[src/rtl/fetch_stage_pkg.sv]
// Shared definitions for the instruction fetch stage: FSM encoding, IF/ID
// update selector, NOP word and PC alignment helpers.
package fetch_stage_pkg;

  typedef enum logic [1:0] {
    ST_FETCH = 2'd0,
    ST_HOLD  = 2'd1,
    ST_DRAIN = 2'd2
  } fetch_state_e;

  // How the IF/ID register is updated at the next edge
  typedef enum logic [1:0] {
    IFID_KEEP   = 2'd0,
    IFID_MEM    = 2'd1,
    IFID_BUF    = 2'd2,
    IFID_BUBBLE = 2'd3
  } ifid_op_e;

  localparam logic [31:0] NOP_INSTR  = 32'h0000_0013;
  localparam int          ALIGN_W    = 2;
  localparam logic [63:0] PC_STEP    = 64'd4;
  localparam logic [63:0] ALIGN_MASK = {{(64 - ALIGN_W){1'b1}}, {ALIGN_W{1'b0}}};

  // Clear the low alignment bits of a redirect target
  function automatic logic [63:0] align_pc(input logic [63:0] pc);
    return pc & ALIGN_MASK;
  endfunction

endpackage

[src/rtl/fetch_stage_if.sv]
// Instruction memory request/response bus between the fetch stage and memory.
interface fetch_stage_if;
  logic        IMemReq;
  logic [63:0] IMemAddr;
  logic        IMemRdy;
  logic [31:0] IMemData;

  modport master (
    output IMemReq,
    output IMemAddr,
    input  IMemRdy,
    input  IMemData
  );

  modport slave (
    input  IMemReq,
    input  IMemAddr,
    output IMemRdy,
    output IMemData
  );
endinterface

[src/rtl/Mux2x1.sv]
// Generic two-input multiplexer: y = sel ? d1 : d0.
module Mux2x1 #(
  parameter int WIDTH = 64
) (
  input  logic [WIDTH-1:0] d0,
  input  logic [WIDTH-1:0] d1,
  input  logic             sel,
  output logic [WIDTH-1:0] y
);
  assign y = sel ? d1 : d0;
endmodule

[src/rtl/fetch_stage.sv]
// Instruction fetch stage: PC register, FETCH/HOLD/DRAIN request FSM,
// one-entry skid buffer for stalled responses, and registered IF/ID outputs.
module fetch_stage
  import fetch_stage_pkg::*;
#(
  parameter logic [63:0] RESET_PC = 64'h0
) (
  input  logic               clk,
  input  logic               rst,
  input  logic               StallF,
  input  logic               PCSF,
  input  logic [63:0]        PCTargetD,
  fetch_stage_if.master      imem,
  output logic [31:0]        InstrD,
  output logic [63:0]        PCD,
  output logic [63:0]        PCPlus4D,
  output logic               ValidD
);

  fetch_state_e state_r;
  fetch_state_e state_n_s;
  ifid_op_e     ifid_op_s;

  logic [63:0] pcf_r;
  logic [63:0] pend_r;
  logic [63:0] pend_n_s;
  logic [63:0] buf_pc_r;
  logic [31:0] buf_instr_r;
  logic        buf_load_s;

  logic        pcf_load_s;
  logic        redir_sel_s;
  logic        seq_from_buf_s;
  logic [63:0] seq_base_s;
  logic [63:0] seq_pc_s;
  logic [63:0] tgt_aligned_s;
  logic [63:0] redir_tgt_s;
  logic [63:0] pc_next_s;

  logic [31:0] instr_d_r;
  logic [63:0] pc_d_r;
  logic [63:0] pc4_d_r;
  logic        valid_d_r;

  assign tgt_aligned_s = align_pc(PCTargetD);
  assign seq_base_s    = seq_from_buf_s ? buf_pc_r : pcf_r;
  assign seq_pc_s      = seq_base_s + PC_STEP;

  Mux2x1 #(.WIDTH(64)) u_next_pc_mux (
    .d0  (seq_pc_s),
    .d1  (redir_tgt_s),
    .sel (redir_sel_s),
    .y   (pc_next_s)
  );

  // The request address is the PC register itself, so it cannot move while a request waits
  assign imem.IMemAddr = pcf_r;
  assign imem.IMemReq  = (state_r != ST_HOLD);

  // Next-state, PC update, skid buffer and IF/ID update decisions
  always_comb begin
    state_n_s      = state_r;
    ifid_op_s      = IFID_KEEP;
    pcf_load_s     = 1'b0;
    redir_sel_s    = 1'b0;
    seq_from_buf_s = 1'b0;
    redir_tgt_s    = tgt_aligned_s;
    pend_n_s       = pend_r;
    buf_load_s     = 1'b0;
    case (state_r)
      ST_FETCH: begin
        if (PCSF) begin
          ifid_op_s = IFID_BUBBLE;
          if (imem.IMemRdy) begin
            pcf_load_s  = 1'b1;
            redir_sel_s = 1'b1;
            state_n_s   = ST_FETCH;
          end else begin
            // Request still outstanding: keep the address and wait for it to retire
            pend_n_s  = tgt_aligned_s;
            state_n_s = ST_DRAIN;
          end
        end else if (imem.IMemRdy) begin
          if (StallF) begin
            buf_load_s = 1'b1;
            state_n_s  = ST_HOLD;
          end else begin
            ifid_op_s  = IFID_MEM;
            pcf_load_s = 1'b1;
          end
        end else begin
          if (StallF) begin
            ifid_op_s = IFID_KEEP;
          end else begin
            ifid_op_s = IFID_BUBBLE;
          end
        end
      end
      ST_HOLD: begin
        if (PCSF) begin
          ifid_op_s   = IFID_BUBBLE;
          pcf_load_s  = 1'b1;
          redir_sel_s = 1'b1;
          state_n_s   = ST_FETCH;
        end else if (!StallF) begin
          ifid_op_s      = IFID_BUF;
          pcf_load_s     = 1'b1;
          seq_from_buf_s = 1'b1;
          state_n_s      = ST_FETCH;
        end else begin
          ifid_op_s = IFID_KEEP;
        end
      end
      ST_DRAIN: begin
        ifid_op_s = IFID_BUBBLE;
        if (PCSF) begin
          pend_n_s    = tgt_aligned_s;
          redir_tgt_s = tgt_aligned_s;
        end else begin
          redir_tgt_s = pend_r;
        end
        if (imem.IMemRdy) begin
          pcf_load_s  = 1'b1;
          redir_sel_s = 1'b1;
          state_n_s   = ST_FETCH;
        end else begin
          state_n_s = ST_DRAIN;
        end
      end
      default: begin
        ifid_op_s = IFID_BUBBLE;
        state_n_s = ST_FETCH;
      end
    endcase
  end

  // FSM state, PC, pending redirect target and skid buffer
  always_ff @(posedge clk) begin
    if (rst) begin
      state_r     <= ST_FETCH;
      pcf_r       <= RESET_PC;
      pend_r      <= 64'h0;
      buf_pc_r    <= 64'h0;
      buf_instr_r <= 32'h0;
    end else begin
      state_r <= state_n_s;
      pend_r  <= pend_n_s;
      if (pcf_load_s) begin
        pcf_r <= pc_next_s;
      end else begin
        pcf_r <= pcf_r;
      end
      if (buf_load_s) begin
        buf_pc_r    <= pcf_r;
        buf_instr_r <= imem.IMemData;
      end else begin
        buf_pc_r    <= buf_pc_r;
        buf_instr_r <= buf_instr_r;
      end
    end
  end

  // IF/ID pipeline register
  always_ff @(posedge clk) begin
    if (rst) begin
      instr_d_r <= NOP_INSTR;
      pc_d_r    <= 64'h0;
      pc4_d_r   <= 64'h0;
      valid_d_r <= 1'b0;
    end else begin
      case (ifid_op_s)
        IFID_MEM: begin
          instr_d_r <= imem.IMemData;
          pc_d_r    <= pcf_r;
          pc4_d_r   <= seq_pc_s;
          valid_d_r <= 1'b1;
        end
        IFID_BUF: begin
          instr_d_r <= buf_instr_r;
          pc_d_r    <= buf_pc_r;
          pc4_d_r   <= seq_pc_s;
          valid_d_r <= 1'b1;
        end
        IFID_BUBBLE: begin
          instr_d_r <= NOP_INSTR;
          valid_d_r <= 1'b0;
        end
        IFID_KEEP: begin
          instr_d_r <= instr_d_r;
        end
        default: begin
          instr_d_r <= instr_d_r;
        end
      endcase
    end
  end

  assign InstrD   = instr_d_r;
  assign PCD      = pc_d_r;
  assign PCPlus4D = pc4_d_r;
  assign ValidD   = valid_d_r;

endmodule

[src/flat_wrapper.sv]
// flat-port wrapper written by rule: the top's interface ports become plain ports
module fetch_stage_flat import fetch_stage_pkg::*;
#(
  parameter logic [63:0] RESET_PC = 64'h0
)
  (clk, rst, StallF, PCSF, PCTargetD, InstrD, PCD, PCPlus4D, ValidD, imem_IMemReq, imem_IMemAddr, imem_IMemRdy, imem_IMemData);
  fetch_stage_if imem_i ();
  input  logic clk;
  input  logic rst;
  input  logic StallF;
  input  logic PCSF;
  input  logic [63:0] PCTargetD;
  output logic [31:0] InstrD;
  output logic [63:0] PCD;
  output logic [63:0] PCPlus4D;
  output logic ValidD;
  output wire logic [$bits(imem_i.IMemReq)-1:0] imem_IMemReq;
  output wire logic [$bits(imem_i.IMemAddr)-1:0] imem_IMemAddr;
  input wire logic [$bits(imem_i.IMemRdy)-1:0] imem_IMemRdy;
  input wire logic [$bits(imem_i.IMemData)-1:0] imem_IMemData;
  assign imem_IMemReq = imem_i.IMemReq;
  assign imem_IMemAddr = imem_i.IMemAddr;
  assign imem_i.IMemRdy = imem_IMemRdy;
  assign imem_i.IMemData = imem_IMemData;
  fetch_stage #(.RESET_PC(RESET_PC)) u_core (.clk(clk), .rst(rst), .StallF(StallF), .PCSF(PCSF), .PCTargetD(PCTargetD), .imem(imem_i), .InstrD(InstrD), .PCD(PCD), .PCPlus4D(PCPlus4D), .ValidD(ValidD));
endmodule
[config.mk]
export PLATFORM = sky130hd
export DESIGN_NAME = fetch_stage_flat
export DESIGN_NICKNAME = d
export VERILOG_FILES = /design/src/rtl/fetch_stage_pkg.sv /design/src/rtl/fetch_stage_if.sv /design/src/rtl/Mux2x1.sv /design/src/rtl/fetch_stage.sv /design/src/flat_wrapper.sv
export SDC_FILE = /design/constraint.sdc
export NUM_CORES = 1
export LEC_CHECK = 0
export CORE_UTILIZATION = 42
export DETAILED_ROUTE_END_ITERATION = 12
export PLACE_DENSITY = 0.8
export SLEW_MARGIN = 30
export SYNTH_ARGS = -nofsm -noshare
export SYNTH_HDL_FRONTEND = slang
export SYNTH_SLANG_ARGS = --single-unit
[constraint.sdc]
create_clock -name clk -period 5.16 [get_ports clk]
set_input_delay 1.032 -clock clk [delete_from_list [all_inputs] [get_ports clk]]
set_output_delay 1.032 -clock clk [all_outputs]
set_load 0.03 [all_outputs]
Word-level counts from Yosys, hierarchy flattened
Cells that the tools add are included.

Register bits after elaboration: 387. Input bits: 101. Output and inout port bits: 226. Word-level logic and storage cells: 68.

Add/subtract/negate cells: 1. Eq/ne operators: 11. Mux-type cells: 39. Reductions and logical operators: 8.

Operators by type and width (count): 64-bit two-way mux (6); 64-bit one-hot mux with 2 select lines (2); 32-bit one-hot mux with 3 select lines (1); 64-bit by 3-bit adder with 64-bit output (second input constant) (1); 2-bit two-way mux (11); 1-bit two-way mux (14); 3-bit inequality test (second input constant) (3); 2-bit equality test (second input constant) (3); 1-bit one-hot mux with 3 select lines (2); 2-bit one-hot mux with 3 select lines (1); 3-bit AND reduction (2); 2-bit nonzero test (3); 2-bit by 1-bit equality test with 1-bit output (second input constant) (2); 2-bit zero test (2); 2-bit inequality test (second input constant) (2); 2-bit one-hot mux with 2 select lines (1); 2-bit by 1-bit inequality test with 1-bit output (second input constant) (1); 1-bit one-hot mux with 2 select lines (1); 2-bit OR reduction (1).

Depth between registers and ports, before layout
Depth after elaboration: 7. Depth in mapped cells: 20.

Modules after synthesis
Synthesis repeated with hierarchy kept, for this count alone.

Cells, all modules: 2464. Area, all modules: 19575.0 µm².

Modules (own cells, without submodules): fetch_stage (instances 1, cells each 2393, area an instance 18497.7 µm²); Mux2x1 (instances 1, cells each 71, area an instance 1077.3 µm²).

Worst setup path before layout
OpenSTA, ideal clock, no wires.

Path kind: in2reg. From: input port StallF. To: register u_core.pcf_r[38] (netlist: u_core.imem.IMemAddr[38]). Setup time: 138 ps. Data arrival time: 5338 ps. Path slack: -315 ps. Cell stages on the path: 20. Cell sequence: clkbuf_1 -> nor4b_2 -> buf_2 -> buf_2 -> buf_2 -> buf_2 -> buf_2 -> nand2_1 -> nand2_1 -> ha_1 -> clkbuf_1 -> nand3_1 -> or4_1 -> a222oi_1 -> buf_4 -> a21boi_2 -> nand3_1 -> xnor2_1 -> mux2i_1 -> o221ai_1.

Longest elaborated chain between the ends: 6.

Ends and longest elaborated chain: start, declared (RTL line flat_wrapper.sv:10) `input logic StallF;`; 1-bit two-way mux (*) (RTL line fetch_stage.sv:84, fetch_stage.sv:105); 1-bit two-way mux (RTL line fetch_stage.sv:100) `if (PCSF) begin`; 1-bit two-way mux (RTL line fetch_stage.sv:70) `case (state_r)`; 64-bit two-way mux (RTL line fetch_stage.sv:46) `assign seq_base_s = seq_from_buf_s ? buf_pc_r : pcf_r;`; 64-bit by 3-bit adder with 64-bit output (RTL line fetch_stage.sv:47) `assign seq_pc_s = seq_base_s + PC_STEP;`; 64-bit two-way mux (RTL line Mux2x1.sv:10) `assign y = sel ? d1 : d0;`; end signal, assigned (RTL line fetch_stage.sv:149) `pcf_r <= pc_next_s;`; end signal, assigned (RTL line fetch_stage.sv:151) `pcf_r <= pcf_r;`; end, declared (RTL line fetch_stage.sv:24) `logic [63:0] pcf_r;`.

Every way passes the cells marked *; elsewhere a longest branch is shown, timed or not. A chain may end at the register's enable or synchronous reset.

Final worst setup path
Same ends and word-level chain as after synthesis.

==> metrics <==
clock network fraction of total power=between 40% and 50%; post-CTS sizing=0; post-route insts no fill=3255; die area=44700 um2; setup TNS=0 ns; Area growth, synth to finish=28.3%; min-delay worst type=register to register; Clock Path Buffers=3; Clk pin slew, worst setup/hold paths=about 0.06 ns; Clock Sinks=387; EDFF count, synth=0; die height=212 um; maximum VDD drop=0.000230 V; yosys warns=0; commonest cells after routing, fill and taps aside=nand2_1, dfxtp_1, a21oi_1, clkdlybuf4s50_1, nor2_1; syn_area_per_cell=roughly 7.6 um2; RSZ-0062 raised after global routing=false; critical-path maximum fanout=8; cts hold-fix bufs=0; Internal=5.58 mW; Tot Pwr=7.71 mW; IO buf count=324; worst slew pin tran=0.939 ns; Rows=between 70 and 80; router iterations before antenna repair=8; #FFs+latches synth=387; Largest stage delay, worst path=0.60 ns; Setup Buffers After CTS=0; WP data arrival=about 5 ns; Root Buffer=clkbuf_16; Crit. End Element=register; DRC=0; Post-DRT Antenna Nets=0; layout cells sized above 1=5.55%; Placer Congestion=1.00; total global-route track usage=27.5%; first-iteration detailed-routing DRC count=around 2000; sequential group share of total power=roughly 42%; Ports=327; Seq/Total Area, Yosys=around 42%; Top FF cell, synth=dfxtp_1; dpl cells=approximately 3200; cell count after synthesis=around 2400; Num CTS Buffers=42; combinational group share of total power=15.1%; Core ar.=43200 um2; GRT overflow=0; switching power=2.13 mW; critical path class=input port to register; worst rel slew slack=37.2%; CTS tree=yes; worst-path cell chain=clkdlybuf4s50_1 > nor4b_4 > nand2_1 > nand2_1 > ha_1 > nand3_1 > or4_1 > a222oi_1 > buf_4 > a21boi_2 > nand3_1 > xnor2_1 > mux2i_1 > o221ai_1; syn nets=2530; sw frac=27.6%; Async SR Flop Fraction=0%; combined area of the multi-input logic cells=9970 um2; Final Hold Viols=0; via count=18800; register area=7750 um2; Setup-failing EPs final=0; Worst Path Required=around 5.6 ns; WHS=0.450 ns; most common cell after layout, fill and taps aside=nand2_1; Synth cell types=70; initial antenna violation count=2; CP max-delay cell=or4_1; Tcrit/Tclk final=86.2%; Clk Latency, worst-skew pair=0.58 ns; # fillers=3878; H-tree levels=2; post-DP HPWL=roughly 43000 um; nets=2740; Max Slew Vio Count=0; clock skew=0.0179 ns; wirelength, routed=63400 um; maximum clock rate=around 220 MHz; global-route wire length before repair=97500 um; vias per cell=5.78; leakage power=around 8 nW; largest net degree at the start of global routing=between 100 and 150; PwrDens=326 nW/um2; cell area after synthesis=about 18000 um2; crit start category=input port; drt wl/cell=just under 20 um; Period minus WS final=4.45 ns; initial core utilization=about 43%; outcome=finished, final reports clean; max cap viols=0; die width=212 um; number of global-route vias before repair=17800
[kinds of logic (layout without fill, tap and decap cells)]
family,after synthesis,after routing,share of synthesized area [%]
simple gates,1101,1101,25.7
compound gates,510,510,16.2
flops,387,387,42.0
buf+inv,204,448,4.38
mux,150,150,8.18
xor+xnor,69,69,3.28
fa+ha+maj,4,4,0.271
other cells,0,1,0
[state kept, by name, summed over array words and instances, names as in the netlist]
signal,count
u_core.InstrD,32
u_core.ValidD,1
u_core.PCD,64
u_core.pend_r,64
u_core.PCPlus4D,64
u_core.buf_instr_r,32
u_core.state_r,2
u_core.imem.IMemAddr,64
u_core.buf_pc_r,64
[worst max-delay path: cells and delay by family]
family / cells / cell delay, ns
simple gates: 6 / 1.58
xor+xnor: 1 / 0.18
buf+inv: 2 / 0.73
compound gates: 3 / 0.78
fa+ha+maj: 1 / 0.40
mux: 1 / 0.21
[Yosys cell counts (6+ instances only)]
| master | number | area, um2 |
|---|---|---|
| and3_1 | 23 | 144 |
| nor4_1 | 17 | 106 |
| nor3_1 | 34 | 170 |
| nor2_1 | 314 | 1180 |
| a21oi_1 | 349 | 1750 |
| nand2_1 | 536 | 2010 |
| buf_1 | 16 | 60.1 |
| o22ai_1 | 12 | 75.1 |
| xor2_1 | 40 | 350 |
| nand4_1 | 26 | 163 |
| a32o_1 | 6 | 60.1 |
| mux2i_1 | 144 | 1440 |
| a31o_2 | 6 | 52.6 |
| a31oi_1 | 21 | 131 |
| nand2b_1 | 6 | 37.5 |
| nand3_1 | 72 | 360 |
| mux2_2 | 6 | 67.6 |
| a221oi_1 | 21 | 184 |
| nor3b_1 | 30 | 225 |
| a211oi_1 | 14 | 105 |
| xnor2_1 | 29 | 254 |
| buf_2 | 13 | 65.1 |
| inv_1 | 6 | 22.5 |
| clkbuf_1 | 163 | 612 |
| o2bb2ai_1 | 15 | 131 |
| nor2b_1 | 9 | 56.3 |
| o211ai_1 | 16 | 120 |
| dfxtp_1 | 387 | 7750 |
| o21ai_0 | 19 | 95.1 |
| or4_1 | 6 | 45.0 |
[layout make-up]
cell class,count,area share [%]
Sequential cell,387,32.8
Clock buffer,65,5.63
Multi-Input combinational cell,1834,42.2
Inverter,6,0.0952
Antenna cell,1,0.0106
Timing Repair Buffer,364,15.4
Clock inverter,13,0.841
Tap cell,585,3.09
[stage by stage]
stage               util [%]  area (um2)  setup slack [ns]
floorplan                  -       18500            0.0505
global placement        51.1       22100             0.276
detailed placement      51.2       22100             0.272
CTS                     54.7       23600             0.874
global route            54.8       23600             0.517
finish                  54.8       23700             0.710
[per-layer routing]
layer | global-route usage [%] | vias up | share of wire [%]
li1 | - | 8747 | -
met1 | 35.2 | 8899 | 41
met3 | 6.59 | 149 | 9.8
met2 | 44.4 | 1001 | 46
met4 | 11.0 | 2 | 3.4
met5 | 0 | - | 0.014
[power groups by stage]
stage	clock, mW	sequential (mW)	combinational [mW]
CTS	3.34	3.25	1.16
floorplan	0	3.44	0.549
global placement	0	3.31	1.13
global route	3.46	3.27	1.25
finish	3.29	3.25	1.17
detailed placement	0	3.31	1.15
[worst paths after layout]
path              slack (ns)                       end  cells after the start               from
setup reg to reg        1.08  u_core.imem.IMemAddr[38]                     13  u_core.state_r[1]
hold / removal          0.45         u_core.pend_r[10]                      2  u_core.pend_r[10]
hold reg to reg         0.45         u_core.pend_r[10]                      2  u_core.pend_r[10]
setup / recovery        0.71  u_core.imem.IMemAddr[38]                     14             StallF
Power figures use the tool's default switching activity.
